[config.mk]
export PLATFORM = sky130hd
export DESIGN_NAME = fft_seq_control
export DESIGN_NICKNAME = d
export VERILOG_FILES = /design/src/rtl/fft_seq_control.sv
export SDC_FILE = /design/constraint.sdc
export NUM_CORES = 1
export LEC_CHECK = 0
export CORE_UTILIZATION = 54
export CTS_BUF_LIST = sky130_fd_sc_hd__clkbuf_16
export CTS_CLUSTER_SIZE = 8
export DETAILED_ROUTE_END_ITERATION = 10
export PLACE_DENSITY = 0.82
export SLEW_MARGIN = 15
export SYNTH_ARGS = -nofsm -noshare
export SYNTH_HDL_FRONTEND = slang
export SYNTH_SLANG_ARGS = --single-unit
[constraint.sdc]
create_clock -name clk -period 11 [get_ports clk]
set_input_delay 2.2 -clock clk [delete_from_list [all_inputs] [get_ports clk]]
set_output_delay 2.2 -clock clk [all_outputs]
set_load 0.01 [all_outputs]
[src/rtl/fft_seq_control.sv]
// Multi-stage radix-2 FFT sequencer: walks every stage over four banks,
// issuing reads, mux selects and twiddle indices, with a delayed write side.
module fft_seq_control #(
  parameter int unsigned NUMSTAGES = 5,
  parameter int unsigned PIPE      = 2
) (
  input  logic                         clk,
  input  logic                         rst,
  input  logic                         start,
  input  logic                         inverse,
  input  logic                         hold,
  output logic                         busy,
  output logic                         done,
  output logic                         stage_done,
  output logic [3:0]                   stage_num,
  output logic                         conj_en,
  output logic                         rd_en,
  output logic [4*(NUMSTAGES-2)-1:0]   rd_addr,
  output logic                         wr_en,
  output logic [4*(NUMSTAGES-2)-1:0]   wr_addr,
  output logic                         m0_s,
  output logic [1:0]                   m1_s,
  output logic                         m2_s,
  output logic                         m3_s,
  output logic [NUMSTAGES-2:0]         tw_idx
);

  localparam int unsigned W   = NUMSTAGES - 2;
  localparam int unsigned TWW = NUMSTAGES - 1;
  localparam int unsigned DW  = W + 2;
  localparam int unsigned DCW = (PIPE > 1) ? $clog2(PIPE) : 1;

  typedef enum logic [1:0] {S_IDLE, S_READ, S_DRAIN, S_DONE} state_t;

  state_t          r_state;
  state_t          w_next;
  logic [W-1:0]    r_cnt;
  logic [DCW-1:0]  r_drain;
  logic [3:0]      r_stage;
  logic            r_conj;
  logic [DW-1:0]   r_dly [PIPE];

  logic            w_act;
  logic            w_go;
  logic            w_last_cnt;
  logic            w_last_drain;
  logic            w_last_stage;
  logic [W-1:0]    w_r;
  logic            w_m0;
  logic [TWW-1:0]  w_tw;
  logic [DW-1:0]   w_dly_out;

  assign w_act        = (r_state == S_READ) || (r_state == S_DRAIN);
  assign w_go         = w_act && !hold;
  assign w_last_cnt   = (r_cnt == '1);
  assign w_last_drain = (r_drain == DCW'(PIPE - 1));
  assign w_last_stage = (r_stage == 4'(NUMSTAGES - 1));
  assign w_dly_out    = r_dly[PIPE-1];

  // Variable rotate / bit-select / shift amounts are unrolled over the
  // stage number so every select is a constant index.
  always_comb begin
    w_r  = '0;
    w_m0 = 1'b0;
    w_tw = '0;
    for (int unsigned k = 0; k < W; k++) begin
      if ((32'(r_stage) % W) == k)
        w_r = W'(({r_cnt, r_cnt} << k) >> W);
    end
    for (int unsigned b = 0; b < W; b++) begin
      if (32'(r_stage) == b + 2)
        w_m0 = r_cnt[b];
    end
    for (int unsigned k = 0; k < NUMSTAGES; k++) begin
      if (32'(r_stage) == k)
        w_tw = TWW'({1'b0, r_cnt & W'((32'd1 << k) - 32'd1)} << (NUMSTAGES - 1 - k));
    end
  end

  always_ff @(posedge clk or posedge rst) begin
    if (rst) r_state <= S_IDLE;
    else     r_state <= w_next;
  end

  always_comb begin
    w_next     = r_state;
    busy       = 1'b1;
    done       = 1'b0;
    rd_en      = 1'b0;
    stage_done = 1'b0;
    case (r_state)
      S_IDLE: begin
        busy = 1'b0;
        if (start) w_next = S_READ;
      end
      S_READ: begin
        rd_en = !hold;
        if (!hold && w_last_cnt) w_next = S_DRAIN;
      end
      S_DRAIN: begin
        if (!hold && w_last_drain) begin
          stage_done = 1'b1;
          w_next     = w_last_stage ? S_DONE : S_READ;
        end
      end
      S_DONE: begin
        done   = 1'b1;
        w_next = S_IDLE;
      end
      default: w_next = S_IDLE;
    endcase
  end

  always_ff @(posedge clk or posedge rst) begin
    if (rst) begin
      r_cnt   <= '0;
      r_drain <= '0;
      r_stage <= '0;
      r_conj  <= 1'b0;
      for (int unsigned i = 0; i < PIPE; i++) r_dly[i] <= '0;
    end else begin
      if (r_state == S_IDLE && start) begin
        r_cnt   <= '0;
        r_drain <= '0;
        r_stage <= '0;
        r_conj  <= inverse;
      end
      if (w_go) begin
        for (int unsigned i = PIPE - 1; i > 0; i--) r_dly[i] <= r_dly[i-1];
        r_dly[0] <= (r_state == S_READ) ? {1'b1, w_r, w_m0} : '0;
        if (r_state == S_READ) begin
          r_cnt <= r_cnt + 1'b1;
        end else if (w_last_drain) begin
          r_drain <= '0;
          if (!w_last_stage) r_stage <= r_stage + 1'b1;
        end else begin
          r_drain <= r_drain + 1'b1;
        end
      end
    end
  end

  assign stage_num = r_stage;
  assign conj_en   = r_conj;
  assign rd_addr   = w_act ? {4{w_r}} : '0;
  assign m0_s      = w_act & w_m0;
  assign m1_s      = !w_act ? 2'd0 : (r_stage == 4'd0) ? 2'd0 : (r_stage == 4'd1) ? 2'd1 : 2'd2;
  assign tw_idx    = w_act ? w_tw : '0;
  assign wr_en     = w_go && w_dly_out[DW-1];
  assign wr_addr   = w_act ? {4{w_dly_out[W:1]}} : '0;
  assign m2_s      = w_act & w_dly_out[0];
  assign m3_s      = w_act & w_dly_out[0];

endmodule

==> results by group <==
CTS
  – Clock tree buffer depth: 2
  – Postcts setup bufs: 0
  – Latest clock arrival within the worst-skew pair: 0.25 ns
  – Hold buffer count at cts: 0
  – CTS resizes: 0
  – CTS tree: yes
  – Clock Sinks: 21
  – CTS clk-pin slew, worst paths: roughly 0.060 ns
  – # H-tree levels: 1
  – CTS root buf: clkbuf_16
  – CTS buffer count: 3

Critical path
  – Slowest library cell on the worst path: dfrtp_1
  – Buf/Inv on CP: 3
  – CP Capture Type: output port
  – Crit path arrival time: 4.75 ns
  – Worst path required time: roughly 8.8 ns
  – Worst Setup Path Type: register to output port
  – Largest delay share family, worst path: simple AND/OR/NAND/NOR gates
  – Critical Path Start Type: register
  – Critical Path Max Stage Delay: roughly 0.70 ns
  – Crit path cell chain: inv_1 -> nor2_1 -> ha_1 -> or2b_1 -> a211oi_1 -> or3_1 -> ha_1 -> inv_1 -> a41oi_1 -> and3_1 -> a221oi_2 -> nor4b_2 -> and3_1 -> clkdlybuf4s50_1
  – Start of the worst register-to-register path: stage_num[2]
  – Crit path launch: stage_num[2]
  – Worst-path maximum fanout: 20

Floorplan
  – # rows: 21
  – Die X: roughly 63 um
  – Initial Util: between 50% and 60%
  – Core area: between 3000 and 4000 sq um
  – Die area: approximately 4000 sq um
  – Die Y: ~63 um
  – Num ports: 48

Power
  – Switching power: between 0.15 and 0.2 mW
  – Power Total: 0.4458 mW
  – Seq pwr share: 28.3%
  – PD cells: 185.7 nW/um^2
  – Cell internal pwr: approximately 0.27 mW
  – Leakage power: 1.032 nW
  – Clock share of power: 17.2%
  – Worst vdd ir: approximately 200 uV
  – Share of power burned in combinational logic: about 55%
  – Switch share: 40.35%

Drt
  – Via density per instance: between 6 and 7
  – Post-route ant nets: 0
  – Routed WL per cell: roughly 15 um
  – DRC violations left: 0
  – Overall routed net length: roughly 4.7 mm
  – Total number of vias: ~1.8k
  – Initial DRC count: ~150
  – Drt first pass iters: 4

Logic synthesis
  – Synth area leader: dfrtp_1
  – Mapped Cells: approximately 240
  – Distinct cell type count after synthesis: 49
  – Cell Area, Synth: between 1500 and 2000 sq um
  – Post-synth EDFFs: 0
  – Synth top area share: 26.33%
  – Syn_nets: around 260
  – Top FF cell, synth: dfrtp_1
  – Ys async rst share: 100.0%
  – Synth Area per Inst: between 8 and 9 sq um
  – Proportion of synthesized chip area in sequential cells: between 20% and 30%
  – Yosys warns: 0
  – Synth top area cells: dfrtp_1, ha_1, buf_4, mux2_2, a21oi_1
  – FF+latch count, synth: 21

Timing
  – Hold Vio Cnt, Final: 0
  – Final Cycle Share: about 63%
  – Setup TNS: 0 ns
  – Slew Limit Fails: 0
  – Finish-stage setup viols: 0
  – Worst relative slew slack: between 40% and 50%
  – Worst Skew: 0.002680 ns
  – Fmax: between 100 and 150 MHz
  – RSZ-0062 raised after global routing: false
  – Worst Max-Slew Pin Slew: 0.8126 ns
  – Fin crit period: between 6 and 7 ns

Worst hold path
  – Hold crit path type: register to register
  – Min-Delay Startpoint: w_dly_out[0]

Finish
  – Area growth syn-to-layout: 20.25%
  – Most frequent cells in the layout: clkdlybuf4s50_1, dfrtp_1, nand2_1, nor2_1
  – # diodes: 0
  – Leading cell type in the layout, fill and taps excluded: clkdlybuf4s50_1
  – Layout Nets: 282
  – Post-Route Utilization: between 60% and 70%
  – Post-route insts no fill: 307
  – Layout cells sized above 1: under 10%

Placement
  – PortBufs: between 40 and 50
  – Dpl hpwl: about 3.5 mm
  – Gpl congestion: a little over 1
  – Placed insts: between 300 and 400

GRT
  – Pin count of the biggest net entering global routing: 22
  – Antenna violations before repair: 0
  – Total track usage: between 20% and 30%
  – Vias in the first global route: ~1.7k
  – GRT Residual Overflow: 0
  – Global-route wire length before repair: about 8 mm

Run status
  – Outcome: completed

Flow run
  – Number of max-cap violations: 0
-- layout make-up --
type / count / area [sq um]
fillers: 276 / 1042
inverters: 13 / 48.80
well taps: 46 / 57.56
flip-flops and latches: 21 / 525.5
repair buffers: 47 / 470.5
clock inverters: 1 / 5.005
clock buffers: 3 / 75.07
multi-input cells: 176 / 1217
-- logic make-up (layout without fill, tap and decap cells) --
family | Yosys count | count (layout) | share of synthesized area, %
AO/OA/AOI/OAI | 67 | 67 | 24.26
adder cells (fa/ha/maj) | 15 | 15 | 9.404
buffers and inverters | 44 | 64 | 12.66
flip-flops | 21 | 21 | 26.33
AND/OR/NAND/NOR | 86 | 86 | 22.88
multiplexers | 8 | 8 | 4.452
-- flip-flops by register name, summed over array words and instances, names as in the netlist --
register / count
conj_en: 1
r_cnt: 3
r_dly: 5
r_drain: 1
r_state: 2
stage_num: 4
w_dly_out: 5
-- power by group through the flow --
stage	clock [mW]	sequential [mW]	combinational, mW
after detailed placement	0	0.126	0.241
after global routing	0.0820	0.130	0.267
after global placement	0	0.126	0.237
after CTS	0.0775	0.126	0.244
final	0.0767	0.126	0.243
after floorplan	0	0.116	0.174
-- metal layers --
metal | vias up | wire, um | part of all wire (%) | GRT usage (%)
met3 | 6 | 277 | 5.9 | 3.102
met1 | 860 | 2131 | 45 | 33.30
met4 | 0 | 48 | 1.0 | 7.267
met5 | - | 0 | 0 | 0
met2 | 82 | 2243 | 48 | 42.53
li1 | 896 | - | - | -
-- through the flow --
step	hold WS, ns	area [sq um]	setup slack [ns]
after floorplan	0.4431	1996	5.223
after global placement	0.4653	2320	4.567
after detailed placement	0.4876	2320	4.370
after CTS	0.5006	2400	4.092
after global routing	0.5191	2400	3.640
final	0.4961	2400	4.045
-- synthesized netlist by cell type (all sizes together) (2+ instances only) --
cell / n
a2bb2oi: 4
nor2: 18
nor3: 3
mux2: 7
nand4: 2
a21oi: 15
nand2: 19
o21ai: 14
a41oi: 2
a32o: 4
o31ai: 2
a31oi: 2
buf: 24
a32oi: 2
inv: 13
and3: 7
nand3: 7
dfrtp: 21
nand2b: 6
ha: 15
clkbuf: 7
or3: 2
or2b: 2
a211o: 2
nor2b: 4
o211ai: 8
nor3b: 4
a211oi: 2
and2: 7
-- final timing paths --
path                                      to  slack [ns]  cells past startpoint
worst max-delay path              rd_addr[6]        4.05                     14
min in group asynchronous         r_state[0]        2.41                      2
worst min-delay path            w_dly_out[0]        0.50                      1
worst min register to register  w_dly_out[0]        0.50                      1
worst max register to register      r_dly[7]        7.04                     13
max in group asynchronous           r_cnt[0]        8.08                      2
No activity file was read; power rests on OpenSTA's default activity.
